[src/rtl/snn_motion_filter.sv]
// LIF spiking filter over the motion grid: one neuron per cycle, outputs 18 cycles after frame_done.
// No backpressure; frame_done while busy is dropped and flagged on overrun.
module snn_motion_filter #(
  parameter int GRID_SIZE      = 4,
  parameter int V_WIDTH        = 8,
  parameter int W_IN           = 48,
  parameter int W_LAT          = 8,
  parameter int LEAK_SHIFT     = 2,
  parameter int V_TH           = 64,
  parameter int CONFIRM_FRAMES = 2
) (
  input  logic                                   clk,
  input  logic                                   rst_n,
  input  logic                                   frame_done,
  input  logic [GRID_SIZE*GRID_SIZE-1:0]         grid_activity,
  input  logic                                   motion_detected,
  input  logic [7:0]                             motion_intensity,
  output logic [GRID_SIZE*GRID_SIZE-1:0]         spike_map,
  output logic [$clog2(GRID_SIZE*GRID_SIZE):0]   active_cells,
  output logic                                   alarm,
  output logic [7:0]                             alarm_intensity,
  output logic                                   update_valid,
  output logic                                   overrun
);

  localparam int GRID_CELLS = GRID_SIZE * GRID_SIZE;
  localparam int KW         = (GRID_CELLS > 1) ? $clog2(GRID_CELLS) : 1;
  localparam int CW         = $clog2(GRID_CELLS) + 1;
  localparam int SW         = V_WIDTH + 3;
  localparam int SKW        = $clog2(CONFIRM_FRAMES + 1);
  localparam int V_MAX      = (1 << V_WIDTH) - 1;

  function automatic logic [GRID_CELLS-1:0] col_mask(input int c);
    logic [GRID_CELLS-1:0] m;
    m = '0;
    for (int i = 0; i < GRID_CELLS; i++) begin
      if ((i % GRID_SIZE) == c) m[i] = 1'b1;
    end
    return m;
  endfunction

  function automatic logic [CW-1:0] popcnt(input logic [GRID_CELLS-1:0] x);
    logic [CW-1:0] n;
    n = '0;
    for (int i = 0; i < GRID_CELLS; i++) n = n + CW'(x[i]);
    return n;
  endfunction

  localparam logic [GRID_CELLS-1:0] COL_FIRST = col_mask(0);
  localparam logic [GRID_CELLS-1:0] COL_LAST  = col_mask(GRID_SIZE - 1);
  localparam logic [KW-1:0]         K_LAST    = KW'(GRID_CELLS - 1);

  typedef enum logic [1:0] {S_IDLE, S_UPDATE, S_DECIDE} state_t;

  state_t                  state_q, state_d;
  logic [KW-1:0]           k_q, k_d;
  logic [GRID_CELLS-1:0]   act_q, act_d;
  logic                    mdet_q, mdet_d;
  logic [7:0]              mint_q, mint_d;
  logic [GRID_CELLS-1:0]   spk_acc_q, spk_acc_d;
  logic [SKW-1:0]          streak_q, streak_d;
  logic [GRID_CELLS-1:0]   spike_map_q, spike_map_d;
  logic [CW-1:0]           active_cells_q, active_cells_d;
  logic                    alarm_q, alarm_d;
  logic [7:0]              alarm_int_q, alarm_int_d;
  logic                    update_valid_q, update_valid_d;
  logic                    overrun_q, overrun_d;
  logic [V_WIDTH-1:0]      v_q [GRID_CELLS];

  // Neighbour activity realigned so bit i holds the N/S/W/E neighbour of cell i (no wrap).
  logic [GRID_CELLS-1:0] nb_n, nb_s, nb_w, nb_e;
  assign nb_n = act_q << GRID_SIZE;
  assign nb_s = act_q >> GRID_SIZE;
  assign nb_w = (act_q << 1) & ~COL_FIRST;
  assign nb_e = (act_q >> 1) & ~COL_LAST;

  logic [V_WIDTH-1:0] v_cur, v_clamp;
  logic [2:0]         nb;
  logic [SW-1:0]      sum;
  logic               fire;
  logic               v_we;
  logic [CW-1:0]      pop;

  always_comb begin
    v_cur = v_q[k_q];
    nb    = 3'(nb_n[k_q]) + 3'(nb_s[k_q]) + 3'(nb_w[k_q]) + 3'(nb_e[k_q]);
    sum   = SW'(v_cur) - SW'(v_cur >> LEAK_SHIFT)
          + (act_q[k_q] ? SW'(W_IN) : SW'(0))
          + SW'(W_LAT) * SW'(nb);
    if (sum > SW'(V_MAX)) v_clamp = {V_WIDTH{1'b1}};
    else                  v_clamp = sum[V_WIDTH-1:0];
    fire  = (v_clamp >= V_WIDTH'(V_TH));
  end

  always_comb begin
    state_d        = state_q;
    k_d            = k_q;
    act_d          = act_q;
    mdet_d         = mdet_q;
    mint_d         = mint_q;
    spk_acc_d      = spk_acc_q;
    streak_d       = streak_q;
    spike_map_d    = spike_map_q;
    active_cells_d = active_cells_q;
    alarm_d        = alarm_q;
    alarm_int_d    = alarm_int_q;
    update_valid_d = 1'b0;
    overrun_d      = 1'b0;
    v_we           = 1'b0;
    pop            = popcnt(spk_acc_q);

    case (state_q)
      S_IDLE: begin
        if (frame_done) begin
          act_d     = grid_activity;
          mdet_d    = motion_detected;
          mint_d    = motion_intensity;
          k_d       = '0;
          spk_acc_d = '0;
          state_d   = S_UPDATE;
        end
      end
      S_UPDATE: begin
        overrun_d      = frame_done;
        v_we           = 1'b1;
        spk_acc_d[k_q] = fire;
        if (k_q == K_LAST) state_d = S_DECIDE;
        else               k_d     = k_q + 1'b1;
      end
      S_DECIDE: begin
        overrun_d      = frame_done;
        spike_map_d    = spk_acc_q;
        active_cells_d = pop;
        if ((pop != '0) && mdet_q) begin
          if (streak_q != SKW'(CONFIRM_FRAMES)) streak_d = streak_q + 1'b1;
        end else begin
          streak_d = '0;
        end
        alarm_d        = (streak_d == SKW'(CONFIRM_FRAMES));
        alarm_int_d    = alarm_d ? mint_q : 8'h00;
        update_valid_d = 1'b1;
        state_d        = S_IDLE;
      end
      default: state_d = S_IDLE;
    endcase
  end

  always_ff @(posedge clk or negedge rst_n) begin
    if (!rst_n) begin
      state_q        <= S_IDLE;
      k_q            <= '0;
      act_q          <= '0;
      mdet_q         <= 1'b0;
      mint_q         <= 8'h00;
      spk_acc_q      <= '0;
      streak_q       <= '0;
      spike_map_q    <= '0;
      active_cells_q <= '0;
      alarm_q        <= 1'b0;
      alarm_int_q    <= 8'h00;
      update_valid_q <= 1'b0;
      overrun_q      <= 1'b0;
      for (int i = 0; i < GRID_CELLS; i++) v_q[i] <= '0;
    end else begin
      state_q        <= state_d;
      k_q            <= k_d;
      act_q          <= act_d;
      mdet_q         <= mdet_d;
      mint_q         <= mint_d;
      spk_acc_q      <= spk_acc_d;
      streak_q       <= streak_d;
      spike_map_q    <= spike_map_d;
      active_cells_q <= active_cells_d;
      alarm_q        <= alarm_d;
      alarm_int_q    <= alarm_int_d;
      update_valid_q <= update_valid_d;
      overrun_q      <= overrun_d;
      if (v_we) v_q[k_q] <= fire ? '0 : v_clamp;
    end
  end

  assign spike_map       = spike_map_q;
  assign active_cells    = active_cells_q;
  assign alarm           = alarm_q;
  assign alarm_intensity = alarm_int_q;
  assign update_valid    = update_valid_q;
  assign overrun         = overrun_q;

endmodule

[config.mk]
export PLATFORM = sky130hd
export DESIGN_NAME = snn_motion_filter
export DESIGN_NICKNAME = d
export VERILOG_FILES = /design/src/rtl/snn_motion_filter.sv
export SDC_FILE = /design/constraint.sdc
export NUM_CORES = 1
export LEC_CHECK = 0
export ABC_CLOCK_PERIOD_IN_PS = 11900
export BUFFER_PORTS_ARGS = -buffer_cell sky130_fd_sc_hd__buf_2
export CAP_MARGIN = 20
export CORE_MARGIN = 2
export CORE_UTILIZATION = 35
export DETAILED_ROUTE_END_ITERATION = 6
export PLACE_DENSITY = 0.6
export RECOVER_POWER = 25
export SYNTH_ARGS = -nofsm -noshare
export SYNTH_HDL_FRONTEND = slang
export SYNTH_SLANG_ARGS = --single-unit
[constraint.sdc]
create_clock -name clk -period 11.9 [get_ports clk]
set_input_delay 2.38 -clock clk [delete_from_list [all_inputs] [get_ports clk]]
set_output_delay 2.38 -clock clk [all_outputs]
set_load 0.02 [all_outputs]
==> flow_summary.toml <==
[status]
status = "finished with violations"
violations = "capacitance limit, slew limit"

[clock_network]
hold_buffers = 0
cts_sinks = 209
ctsResizeCount = 0
post_cts_buffers = 0
cts_tree = "done"
clock_latency_ns = 0.51
cts.path.max_buffers = 3
cts_max_level = 1
clk_pin_slew_worst_paths_ns = 0.06
cts_made_buffers = 23
cts-root-buf = "clkbuf_16"

[floorplan]
start_util = 0.353
die_area_um2 = 30100
rows = 62
die_w_um = 173
die_h_um = 173
core_um2 = 28500
pin_count = 60

[min_path]
hold_path.class = "flop to flop"
holdCritStartpoint = "v_q[125]"
whs_path_depth = 2
min_to = "v_q[125]"

[logic_synthesis]
syn-num-nets = 947
synth-main-ff-cell = "dfrtp_1"
avgSynthCellArea_um2 = 11.4
synth.area.top_cells = "dfrtp_1, mux4_2, o21ai_0"
yosys_register_bits = 209
synth_edf_count = 0
syn_area_um2 = 10000
ys_warn_count = 0
ys_types = 44
yosysTopAreaCell = "dfrtp_1"
synth_cells = 879
ys_seq_area_frac = 0.521
synth_top_area_frac = 0.521
async_reset_ff_frac = 1.00

[critical_path]
reg2reg_to = "v_q[69]"
end_kind = "flop"
arrival_ns = 8.76
critPathRequiredTime_ns = 12.26
r2r-start = "k_q[0]"
r2r_slack_ns = 3.50
cp_cell_sequence = "clkbuf_1, mux4_2, mux4_2, inv_1, ha_1, inv_1, fa_1, a21o_1, a21oi_1, xnor2_1, fa_1, ha_1, fa_1, nand2_1, nor2_1, o21ai_0, a21oi_2, o21ai_0, buf_4, o21ai_0"
reg2regPathDepth = 20
crit_fanout = 50
path_class = "flop to flop"
slowest_delay_ns = 2.53
critPathLaunchType = "flop"
cpMaxStageDelayCell = "clkbuf_1"

[drt]
drc_errors = 0
dr.pass1.iters = 5
num_vias = 6738
wl_um = 22500
wl_per_cell_um = 17.1
antenna_left = 0
drt_iter0_markers = 398
viasPerCell = 5.10

[global_route]
grt_pass1_vias = 6878
grt_max_degree = 75
grt_pass1_wl_um = 38000
antenna_found_initial = 1
overflow = 0
grt_usage = 0.154

[final_layout]
final_nets = 988
final_cell_mix = "dfrtp_1, o21ai_0, nand2_1"
fill_cells = 2745
n_antenna_cell = 0
final_common_cell = "dfrtp_1"
seq_area_um2 = 5230
postLayoutCellArea_um2 = 11500
layout-drive-gt1-share = 0.218
multi_input_area_um2 = 4410
area_delta_synth_final_pct = 14.3

[power]
switchingPower_w = 0.00151
power.share.clock = 0.203
p_int_w = 0.00195
p_per_area_nw_per_um2 = 302
switching_share = 0.437
ir_worst_vdd_uv = 274
p_leak_nw = 5.18
pwr-share-comb = 0.527
seqPwrFrac = 0.270

[sta]
finalSetupTns_ns = 0
clock_skew_ns = 0.00999
timing.fmax_mhz = 119
period_needed_ns = 8.40
fin_crit_sh = 0.706
rsz0062_at_grt = "false"
slew_violations = 116
hold_viol_final = 0
setup_violations = 0
worstMarginPinSlew_ns = 3.60
relSlewSlack = -1.40

[placed_design]
dp_hpwl_um = 14800
io_buffer_count = 59
dpl-instance-area_um2 = 10700
gp_congestion = 0.860

[run]
max-cap-violations = 2
-- stage by stage --
step	setup WS (ns)	hold slack, ns	cells	utilization	total power [W]
after floorplan	6.12	0.445	879	-	0.00221
after global placement	5.70	0.457	1275	0.376	0.00271
after detailed placement	5.60	0.465	1275	0.376	0.00275
after CTS	5.54	0.478	1317	0.402	0.00348
after global routing	2.68	0.494	1321	0.403	0.00373
final	3.50	0.474	1321	0.403	0.00347
-- registers in the layout, indices dropped and copies added, names as in the netlist --
name / count
update_valid: 1
active_cells: 5
overrun: 1
state_q: 2
alarm_intensity: 8
act_q: 16
k_q: 4
spk_acc_q: 16
alarm: 1
v_q: 128
mdet_q: 1
mint_q: 8
streak_q: 2
spike_map: 16
-- power groups by stage --
stage          Sequential, W  Clock [W]  Combinational (W)
2_1_floorplan       0.000921          0            0.00129
3_3_place_gp        0.000946          0            0.00176
3_5_place_dp        0.000948          0            0.00180
4_1_cts             0.000936   0.000724            0.00182
5_1_grt             0.000954   0.000756            0.00202
6_report            0.000935   0.000705            0.00183
-- critical path: cells and delay by family (launching register included) --
kind                     cells  cell delay (ns)
AO/OA/AOI/OAI                6             1.67
XOR/XNOR                     1             0.16
adder cells (fa/ha/maj)      5             1.70
buffers and inverters        4             2.97
flip-flops                   1             0.34
multiplexers                 2             1.24
AND/OR/NAND/NOR              2             0.15
-- worst max path at each step --
stage	start	end	slack [ns]
final	k_q[0]	v_q[69]	3.50
after CTS	k_q[0]	v_q[69]	5.54
after floorplan	k_q[0]	spk_acc_q[11]	6.12
after global routing	k_q[0]	v_q[101]	2.68
after global placement	k_q[0]	v_q[69]	5.70
after detailed placement	k_q[0]	v_q[77]	5.60
-- metal layers --
layer  wire length, µm  vias up  global-route usage
met4               499        2              0.0314
met5                 9        -                   0
met1             10600     3369               0.226
met2             10400      167               0.242
li1                  -     3163                   -
met3              1090       37              0.0268
-- Yosys cell counts, types with 2 or more instances --
master,n
a211oi_1,3
a21o_1,4
xor2_1,2
fa_1,15
ha_1,25
a21oi_1,23
nand2b_1,2
and2_1,35
xnor2_1,4
nand3_1,37
mux4_2,42
mux2i_1,7
clkbuf_1,48
a221oi_1,2
a21boi_0,12
mux2_2,49
inv_1,44
a211o_1,3
dfrtp_1,209
buf_1,9
nor2b_1,6
nand2_1,114
a22oi_1,5
o22ai_1,5
nor3_1,2
a22o_1,8
nor2_1,15
o21ai_0,131
buf_2,2
nand4_1,2
-- final cells by class --
type                            instances  area share
Sequential cell                       209       0.456
Multi-Input combinational cell        566       0.384
Clock buffer                           36      0.0605
Tap cell                              384      0.0418
Timing Repair Buffer                   76      0.0377
Inverter                               44      0.0144
Clock inverter                          6     0.00556
-- kinds of logic (layout without fill, tap and decap cells) --
group / count (synthesis) / in the layout / synth area share
compound gates: 208 / 208 / 0.121
xor+xnor: 6 / 6 / 0.00523
fa+ha+maj: 40 / 40 / 0.0610
buf+inv: 104 / 162 / 0.0399
flops: 209 / 209 / 0.521
mux: 98 / 98 / 0.156
simple gates: 214 / 214 / 0.0963
Note: power is estimated with default switching activity, not from simulation.
